### config.mk
export PLATFORM = sky130hd
export DESIGN_NAME = packet_transmitter
export DESIGN_NICKNAME = d
export VERILOG_FILES = /design/src/rtl/packet_transmitter_pkg.sv /design/src/rtl/packet_transmitter_buffer.sv /design/src/rtl/packet_transmitter.sv
export SDC_FILE = /design/constraint.sdc
export NUM_CORES = 1
export LEC_CHECK = 0
export ABC_CLOCK_PERIOD_IN_PS = 5000
export BUFFER_PORTS_ARGS = -buffer_cell sky130_fd_sc_hd__buf_4
export CAP_MARGIN = 10
export CORE_MARGIN = 8
export CORE_UTILIZATION = 46
export DETAILED_ROUTE_END_ITERATION = 10
export PLACE_DENSITY = 0.7
export SYNTH_ARGS = -nofsm -noshare
export SYNTH_HDL_FRONTEND = slang
export SYNTH_SLANG_ARGS = --single-unit
### constraint.sdc
create_clock -name clock -period 5 [get_ports clock]
set_input_delay 0.75 -clock clock [delete_from_list [all_inputs] [get_ports clock]]
set_output_delay 0.75 -clock clock [all_outputs]
set_load 0.02 [all_outputs]
### src/rtl/packet_transmitter_pkg.sv
// Shared definitions for the key-exchange link: transmitter states, framing
// bytes and message codes also used by the key-exchange FSM and receiver.
package packet_transmitter_pkg;

  typedef enum logic [2:0] {
    ST_IDLE,
    ST_SYNC,
    ST_PAYLOAD,
    ST_CHECK,
    ST_GAP
  } tx_state_e;

  localparam logic [7:0] SYNC_BYTE      = 8'hD5;
  localparam logic [7:0] NO_ACK_MESSAGE = 8'h55;
  localparam logic [7:0] ACK_MESSAGE    = 8'hAA;

  localparam int DEFAULT_PACKET_LEN = 33;

endpackage

### src/rtl/packet_transmitter_buffer.sv
// Packet RAM: one write port, one synchronous read port with read-before-write
// behaviour on address collisions.
module packet_buffer
  import packet_transmitter_pkg::*;
#(
  parameter int WIDTH   = 8,
  parameter int LOGSIZE = 6
) (
  input  logic               clock_i,
  input  logic               wr_en_i,
  input  logic [LOGSIZE-1:0] wr_addr_i,
  input  logic [WIDTH-1:0]   wr_data_i,
  input  logic               rd_en_i,
  input  logic [LOGSIZE-1:0] rd_addr_i,
  output logic [WIDTH-1:0]   rd_data_o
);

  logic [WIDTH-1:0] mem_q [2**LOGSIZE];
  logic [WIDTH-1:0] rd_data_q;

  // The read register only moves when enabled so a stalled byte stays put.
  always_ff @(posedge clock_i) begin
    if (wr_en_i) begin
      mem_q[wr_addr_i] <= wr_data_i;
    end
    if (rd_en_i) begin
      rd_data_q <= mem_q[rd_addr_i];
    end
  end

  assign rd_data_o = rd_data_q;

endmodule

### src/rtl/packet_transmitter.sv
// Frames the key-exchange packet RAM as SYNC, payload, checksum on a
// valid/ready byte link and repeats the frame after a gap while sending.
module packet_transmitter #(
  parameter int               WIDTH      = 8,
  parameter int               LOGSIZE    = 6,
  parameter int               PACKET_LEN = packet_transmitter_pkg::DEFAULT_PACKET_LEN,
  parameter int               RESEND_GAP = 16,
  parameter logic [WIDTH-1:0] SYNC_BYTE  = WIDTH'(packet_transmitter_pkg::SYNC_BYTE)
) (
  input  logic               clock,
  input  logic               reset,
  input  logic [LOGSIZE-1:0] write_index,
  input  logic [WIDTH-1:0]   write_data,
  input  logic               write_enable,
  input  logic               sending,
  output logic [WIDTH-1:0]   tx_data,
  output logic               tx_valid,
  input  logic               tx_ready,
  output logic               tx_sop,
  output logic               tx_eop,
  output logic               busy,
  output logic [15:0]        frames_sent
);

  import packet_transmitter_pkg::*;

  localparam logic [LOGSIZE-1:0] LAST_IDX = LOGSIZE'(PACKET_LEN - 1);
  localparam logic [15:0]        GAP_LAST = 16'(RESEND_GAP - 1);

  tx_state_e          state_q;
  logic [LOGSIZE-1:0] idx_q;
  logic [15:0]        gap_q;
  logic [WIDTH-1:0]   checksum_q;
  logic [WIDTH-1:0]   data_q;
  logic               from_ram_q;
  logic               valid_q;
  logic               sop_q;
  logic               eop_q;
  logic [15:0]        frames_q;

  logic               xfer;
  logic               rd_en;
  logic [LOGSIZE-1:0] rd_addr;
  logic [WIDTH-1:0]   ram_rdata;
  logic [WIDTH-1:0]   sum_d;

  assign xfer    = valid_q && tx_ready;
  assign sum_d   = checksum_q + tx_data;
  assign rd_en   = xfer && ((state_q == ST_SYNC) ||
                            ((state_q == ST_PAYLOAD) && (idx_q != LAST_IDX)));
  assign rd_addr = (state_q == ST_SYNC) ? '0 : idx_q + 1'b1;

  packet_buffer #(
    .WIDTH   (WIDTH),
    .LOGSIZE (LOGSIZE)
  ) u_buffer (
    .clock_i   (clock),
    .wr_en_i   (write_enable),
    .wr_addr_i (write_index),
    .wr_data_i (write_data),
    .rd_en_i   (rd_en),
    .rd_addr_i (rd_addr),
    .rd_data_o (ram_rdata)
  );

  // Payload bytes come straight from the RAM read register; SYNC and the
  // checksum come from data_q, so every link output is a flop.
  always_ff @(posedge clock or posedge reset) begin
    if (reset) begin
      state_q    <= ST_IDLE;
      idx_q      <= '0;
      gap_q      <= '0;
      checksum_q <= '0;
      data_q     <= '0;
      from_ram_q <= 1'b0;
      valid_q    <= 1'b0;
      sop_q      <= 1'b0;
      eop_q      <= 1'b0;
      frames_q   <= '0;
    end else begin
      case (state_q)
        ST_IDLE: begin
          if (sending) begin
            state_q <= ST_SYNC;
            valid_q <= 1'b1;
            sop_q   <= 1'b1;
            data_q  <= SYNC_BYTE;
          end
        end
        ST_SYNC: begin
          if (xfer) begin
            state_q    <= ST_PAYLOAD;
            idx_q      <= '0;
            sop_q      <= 1'b0;
            from_ram_q <= 1'b1;
          end
        end
        ST_PAYLOAD: begin
          if (xfer) begin
            checksum_q <= sum_d;
            if (idx_q == LAST_IDX) begin
              state_q    <= ST_CHECK;
              from_ram_q <= 1'b0;
              data_q     <= sum_d;
              eop_q      <= 1'b1;
            end else begin
              idx_q <= idx_q + 1'b1;
            end
          end
        end
        ST_CHECK: begin
          if (xfer) begin
            frames_q   <= frames_q + 16'd1;
            checksum_q <= '0;
            eop_q      <= 1'b0;
            gap_q      <= '0;
            // A zero gap chains straight into the next SYNC.
            if ((RESEND_GAP == 0) && sending) begin
              state_q <= ST_SYNC;
              sop_q   <= 1'b1;
              data_q  <= SYNC_BYTE;
            end else begin
              valid_q <= 1'b0;
              state_q <= (RESEND_GAP == 0) ? ST_IDLE : ST_GAP;
            end
          end
        end
        ST_GAP: begin
          if (gap_q == GAP_LAST) begin
            if (sending) begin
              state_q <= ST_SYNC;
              valid_q <= 1'b1;
              sop_q   <= 1'b1;
              data_q  <= SYNC_BYTE;
            end else begin
              state_q <= ST_IDLE;
            end
          end else begin
            gap_q <= gap_q + 16'd1;
          end
        end
        default: state_q <= ST_IDLE;
      endcase
    end
  end

  assign tx_data     = from_ram_q ? ram_rdata : data_q;
  assign tx_valid    = valid_q;
  assign tx_sop      = sop_q;
  assign tx_eop      = eop_q;
  assign busy        = (state_q != ST_IDLE);
  assign frames_sent = frames_q;

endmodule

-- Word level (Yosys, flattened, before mapping)
Memories as Yosys holds them, arrays and structs flattened. A register that Yosys moved wholly into a read port is not among the register bits.
Index checks and enable logic that the tools add are counted.
- memories kept: 1
- register bits: 61
- memory bits (writable): 512
- output and inout port bits: 28
- memories (memory ; depth ; width ; rd ports ; clocked after memory_dff ; write ports ; line ; RTL):
    u_buffer.mem_q ; 64 ; 8 ; 1 ; 1 ; 1 ; packet_transmitter_buffer.sv:18 ; logic [WIDTH-1:0] mem_q [2**LOGSIZE];
- mux-type cells: 41
- equality and inequality tests: 15
- reductions and logical operators: 22
- add/subtract/negate cells: 4
- operator list (kind ; number):
    8-bit two-way mux ; 7
    16-bit by 1-bit adder with 16-bit output (second input constant) ; 2
    16-bit two-way mux ; 2
    16-bit one-hot mux with 2 select lines ; 1
    6-bit two-way mux ; 4
    8-bit one-hot mux with 3 select lines ; 1
    3-bit two-way mux ; 6
    16-bit by 4-bit equality test with 1-bit output (second input constant) ; 1
    8-bit one-hot mux with 2 select lines ; 1
    4-bit AND reduction ; 4
    3-bit one-hot mux with 5 select lines ; 1
    2-bit != test (second input constant) ; 7
    1-bit two-way mux ; 13
    6-bit one-hot mux with 2 select lines ; 1
    3-bit AND reduction ; 4
    3-bit nonzero test ; 4
    8-bit adder ; 1
    6-bit by 1-bit adder with 6-bit output (second input constant) ; 1
    3-bit by 2-bit equality test with 1-bit output (second input constant) ; 2
    6-bit equality test (second input constant) ; 1
    6-bit != test (second input constant) ; 1
    1-bit one-hot mux with 3 select lines ; 2
    6-bit AND reduction ; 1
    2-bit nonzero test ; 3
    other kinds (8) ; 11

-- Longest topological paths before layout
- depth after elaboration: 5
- depth in mapped cells: 15
- depth with buffers taken out: 10

-- Hierarchy
Synthesis repeated with hierarchy kept, for this count alone.
- cell total of the unflattened synthesis: 1273
- area, all modules: 23561.3 um^2
- modules (own cells, without submodules) (module ; cells an instance ; seq. area each (um^2) ; area an instance (um^2) ; times used):
    packet_buffer ; 940 ; 15615.0 ; 20246.9 ; 1
    packet_transmitter ; 333 ; 1526.5 ; 3314.4 ; 1

-- Worst setup path after synthesis
Ideal clock, no wire load.
- path kind: register -> register
- start: reg idx_q[0]
- end: reg u_buffer.rd_data_q[4] (netlist: u_buffer.rd_data_o[4]), read port of u_buffer.mem_q, data pin
- cell stages (with the launch flop): 16
- setup slack: 1.728 ns
- clock period less this slack: 3.272 ns
- arrival time: 3.012 ns
- library setup time: 0.260 ns
- path through: dfrtp_1 -> buf_2 -> inv_1 -> clkbuf_1 -> clkbuf_1 -> ha_1 -> buf_4 -> buf_2 -> buf_2 -> buf_1 -> clkbuf_1 -> nand3_1 -> o211ai_1 -> nand4_1 -> o31ai_1 -> nor3_1
- cells in the longest elaborated chain, start to end: 4
- RTL lines (what ; line ; RTL):
    start: declaration ; packet_transmitter.sv:31 ; logic [LOGSIZE-1:0] idx_q;
    start signal: assignment ; packet_transmitter.sv:107 ; idx_q <= idx_q + 1'b1;
    parallel branches: the longest is 4 deep, another holds 6-bit by 1-bit adder with 6-bit output ; - ;
    end: declaration ; packet_transmitter_buffer.sv:19 ; logic [WIDTH-1:0] rd_data_q;
Several ways; the timed one is not identified.
A chain may end at the register's enable or synchronous reset.

-- Worst setup path after layout
- start: reg idx_q[0]
- end: reg u_buffer.rd_data_q[5] (netlist: u_buffer.rd_data_o[5]), read port of u_buffer.mem_q, data pin
The elaborated chain is that of the path after synthesis.

==> out/metrics.yaml <==
outcome: "complete, no violations"
crit_start: "idx_q[0]$_DFFE_PP0P_"
timing.fmax_mhz: 250
place_worst_setup_slack_ps: 984
core_sq_um: 52400
finalCriticalPeriod_ps: 4000
synthFlopType: "edfxtp_1"
ir_drop_mv: 0.303
ant_nets: 0
r2r.worst_path.cells: 9
start_util_pct: 46.4
startpoint_type: "flip-flop"
clk_latency_ps: 650
grt_antenna_before_repair: 0
crit_chain: "inv_2 > buf_4 > nand2_4 > buf_12 > nor2_1 > o311ai_0 > a31oi_1 > nor4_1 > o21a_1"
arrival_ps: 4510
holdWs_ps: 158
leakagePower_uw: 0.00902
final-hold-violation-count: 0
synthToLayoutAreaGrowth_pct: 12.3
synth_area_leader_cell: "edfxtp_1"
synth_edf_count: 520
nets: 1787
grt_pass1_vias: 14913
die_w_microns: 246
dp_hpwl_mm: 39.5
cp.required_ps: 5510
post_cts_buffers: 0
worst_pin_slew_ps: 1210
drt-total-wl_mm: 64.2
relSlewSlack_pct: 18.6
syn_inst: 1727
grt_max_degree: 72
path_clk_slew_ps: 60
endpoint: "u_buffer.rd_data_o[5]$_DFFE_PP_"
numCtsBuffers: 58
hold_class: "in2async"
grtUsageTotal_pct: 20.9
cts_buffer_depth: 3
drt-pass1-iter-count: 6
viasPerCell: 6.22
fin_skew_ps: 43.5
yosysSeqAreaShare_pct: 70.5
drive_gt1_share_pct: 13.2
place.port_buffers: 46
cpPeakStageDelay_ps: 820
multiInputGateArea_sq_um: 6650
routed-via-count: 15490
async_flop_share_pct: 10.5
io-pin-count: 47
synth.distinct_cells: 82
powerDensity_nw_per_um2: 532
die_height_microns: 246
slowest_stage: "o311ai_0"
diodes: 0
fin_tns_setup_ps: 0
regArea_sq_um: 17100
dieArea_sq_um: 60500
r2r_slack_ps: 1000
overflow: 0
path_class: "reg2reg"
first_iter_violations: 2079
ys_warn_count: 0
fillCellCount: 4269
synth_seq_cells: 581
num_rows: 84
r2r_start: "idx_q[0]$_DFFE_PP0P_"
cts_resized: 0
syn_area_per_cell_sq_um: 14.1
max_cap_viol_count: 0
grt_pass1_wl_mm: 95.9
cp_max_fo: 53
drv_slew: 0
gp_congestion: 0.886
rsz0062_at_grt: "no"
netlist.area_leader.share_pct: 64.2
synth_nets: 1758
worstReg2RegEnd: "u_buffer.rd_data_o[5]$_DFFE_PP_"
drcViolationCount: 0
synthTopCellsByArea: "edfxtp_1 (64%), dfrtp_1 (6.3%), nor2_1 (2.5%), mux2i_1 (2.1%), mux2_2 (1.9%)"
period_share_pct: 80.0
wl_per_cell_microns: 25.8
clock-sinks: 581
ctsHtreeMaxLevel: 2
cts_tree: "built"
worst_setup_path_end_kind: "flip-flop"
cts-root-buf: "clkbuf_16"
setup_viol: 0
syn_area_sq_um: 24300
cts_hold_buf: 0
timing.final.ws_setup_ps: 1000
==> state kept, by name, summed over array words and instances, names as in the netlist <==
signal	flops
checksum_q	8
data_q	8
frames_sent	16
from_ram_q	1
gap_q	16
idx_q	6
state_q	3
tx_eop	1
tx_sop	1
tx_valid	1
u_buffer.mem_q	512
u_buffer.rd_data_o	8
==> cells in the mapped netlist (6+ instances only) <==
master / n
a21oi_1: 82
o21ai_0: 83
a21o_1: 6
buf_1: 6
buf_2: 35
edfxtp_1: 520
a211o_1: 7
nor2_1: 159
o211ai_1: 29
a22oi_1: 12
and3_1: 16
o2bb2ai_1: 6
o221ai_1: 17
a221oi_1: 15
mux4_2: 7
inv_1: 11
a211oi_1: 10
clkbuf_1: 49
o21a_1: 7
nand3_1: 42
mux2_2: 41
xnor2_1: 18
buf_4: 9
nor3_1: 31
ha_1: 11
a31oi_1: 11
xor2_1: 23
o31ai_1: 12
o22ai_1: 42
nand4_1: 23
dfrtp_1: 61
or3_1: 24
mux2i_1: 51
nand2b_1: 14
a22o_1: 12
nor4_1: 9
o311ai_0: 7
nand2_1: 118
nor2b_1: 12
==> where the power goes <==
| group | internal [uW] | switching, uW | leakage, uW |
|---|---|---|---|
| logic | 1480 | 2830 | 0.00258 |
| registers | 5480 | 195 | 0.00547 |
| clock network | 2660 | 1880 | 0.000971 |
| total | 9610 | 4900 | 0.00902 |
==> worst min-delay path by stage <==
| stage | start | end | slack [ps] | cells after the start |
|---|---|---|---|---|
| 2_1_floorplan | gap_q[1]$_DFFE_PP0P_ | gap_q[1]$_DFFE_PP0P_ | 470 | 2 |
| 3_3_place_gp | frames_sent[15]$_DFFE_PP0P_ | frames_sent[15]$_DFFE_PP0P_ | 460 | 1 |
| 3_5_place_dp | data_q[1]$_DFFE_PP0P_ | data_q[1]$_DFFE_PP0P_ | 490 | 1 |
| 4_1_cts | reset | frames_sent[10]$_DFFE_PP0P_ | 160 | 2 |
| 5_1_grt | reset | frames_sent[10]$_DFFE_PP0P_ | 180 | 2 |
| 6_report | reset | frames_sent[9]$_DFFE_PP0P_ | 160 | 2 |
==> cell usage in the layout (no fill, tap or decap), types with 29 or more instances in the layout <==
cell type / n
o211ai_1: 29
buf_4: 72
nor3_1: 31
clkbuf_16: 58
dfrtp_1: 60
mux2i_1: 51
o22ai_1: 42
edfxtp_1: 520
a21oi_1: 82
o21ai_0: 83
nor2_1: 159
nand3_1: 42
nand2_1: 118
mux2_2: 41
==> routing by layer <==
layer  wire [microns]  global-route usage, %
met2            29800                   32.9
met5                0                      0
met1            25700                   28.6
met3             6570                   4.28
met4             2110                   7.21
==> kinds of logic after synthesis <==
group,synth area share [%]
DFF,70.5
and+or+nand+nor,9.14
AOI/OAI and AO/OA,11.0
buffers and inverters,2.38
muxes,4.75
xor gates and xnor gates,1.61
adders and majority gates,0.648
==> critical path, delay by kind of cell, from the launching register on <==
| kind | cells | cell delay, ps |
|---|---|---|
| AOI/OAI and AO/OA | 3 | 1270 |
| DFF | 1 | 770 |
| buffers and inverters | 3 | 750 |
| and+or+nand+nor | 3 | 960 |
==> stage by stage <==
stage	util (%)	cells	power (uW)	cell area, sq um
global placement	48.2	2384	9900	25300
floorplan	-	1727	8600	24300
global route	52.1	2490	15000	27300
finish	52.1	2490	14500	27300
detailed placement	48.2	2384	10000	25300
CTS	52.1	2490	14500	27300
==> layout make-up <==
| cell class | count | share of cell area, % |
|---|---|---|
| Sequential cell | 581 | 62.8 |
| Clock inverter | 42 | 1.92 |
| Clock buffer | 64 | 5.40 |
| Timing Repair Buffer | 75 | 2.20 |
| Multi-Input combinational cell | 1028 | 24.4 |
| Tap cell | 688 | 3.15 |
| Inverter | 12 | 0.165 |
Power figures use the tool's default switching activity.
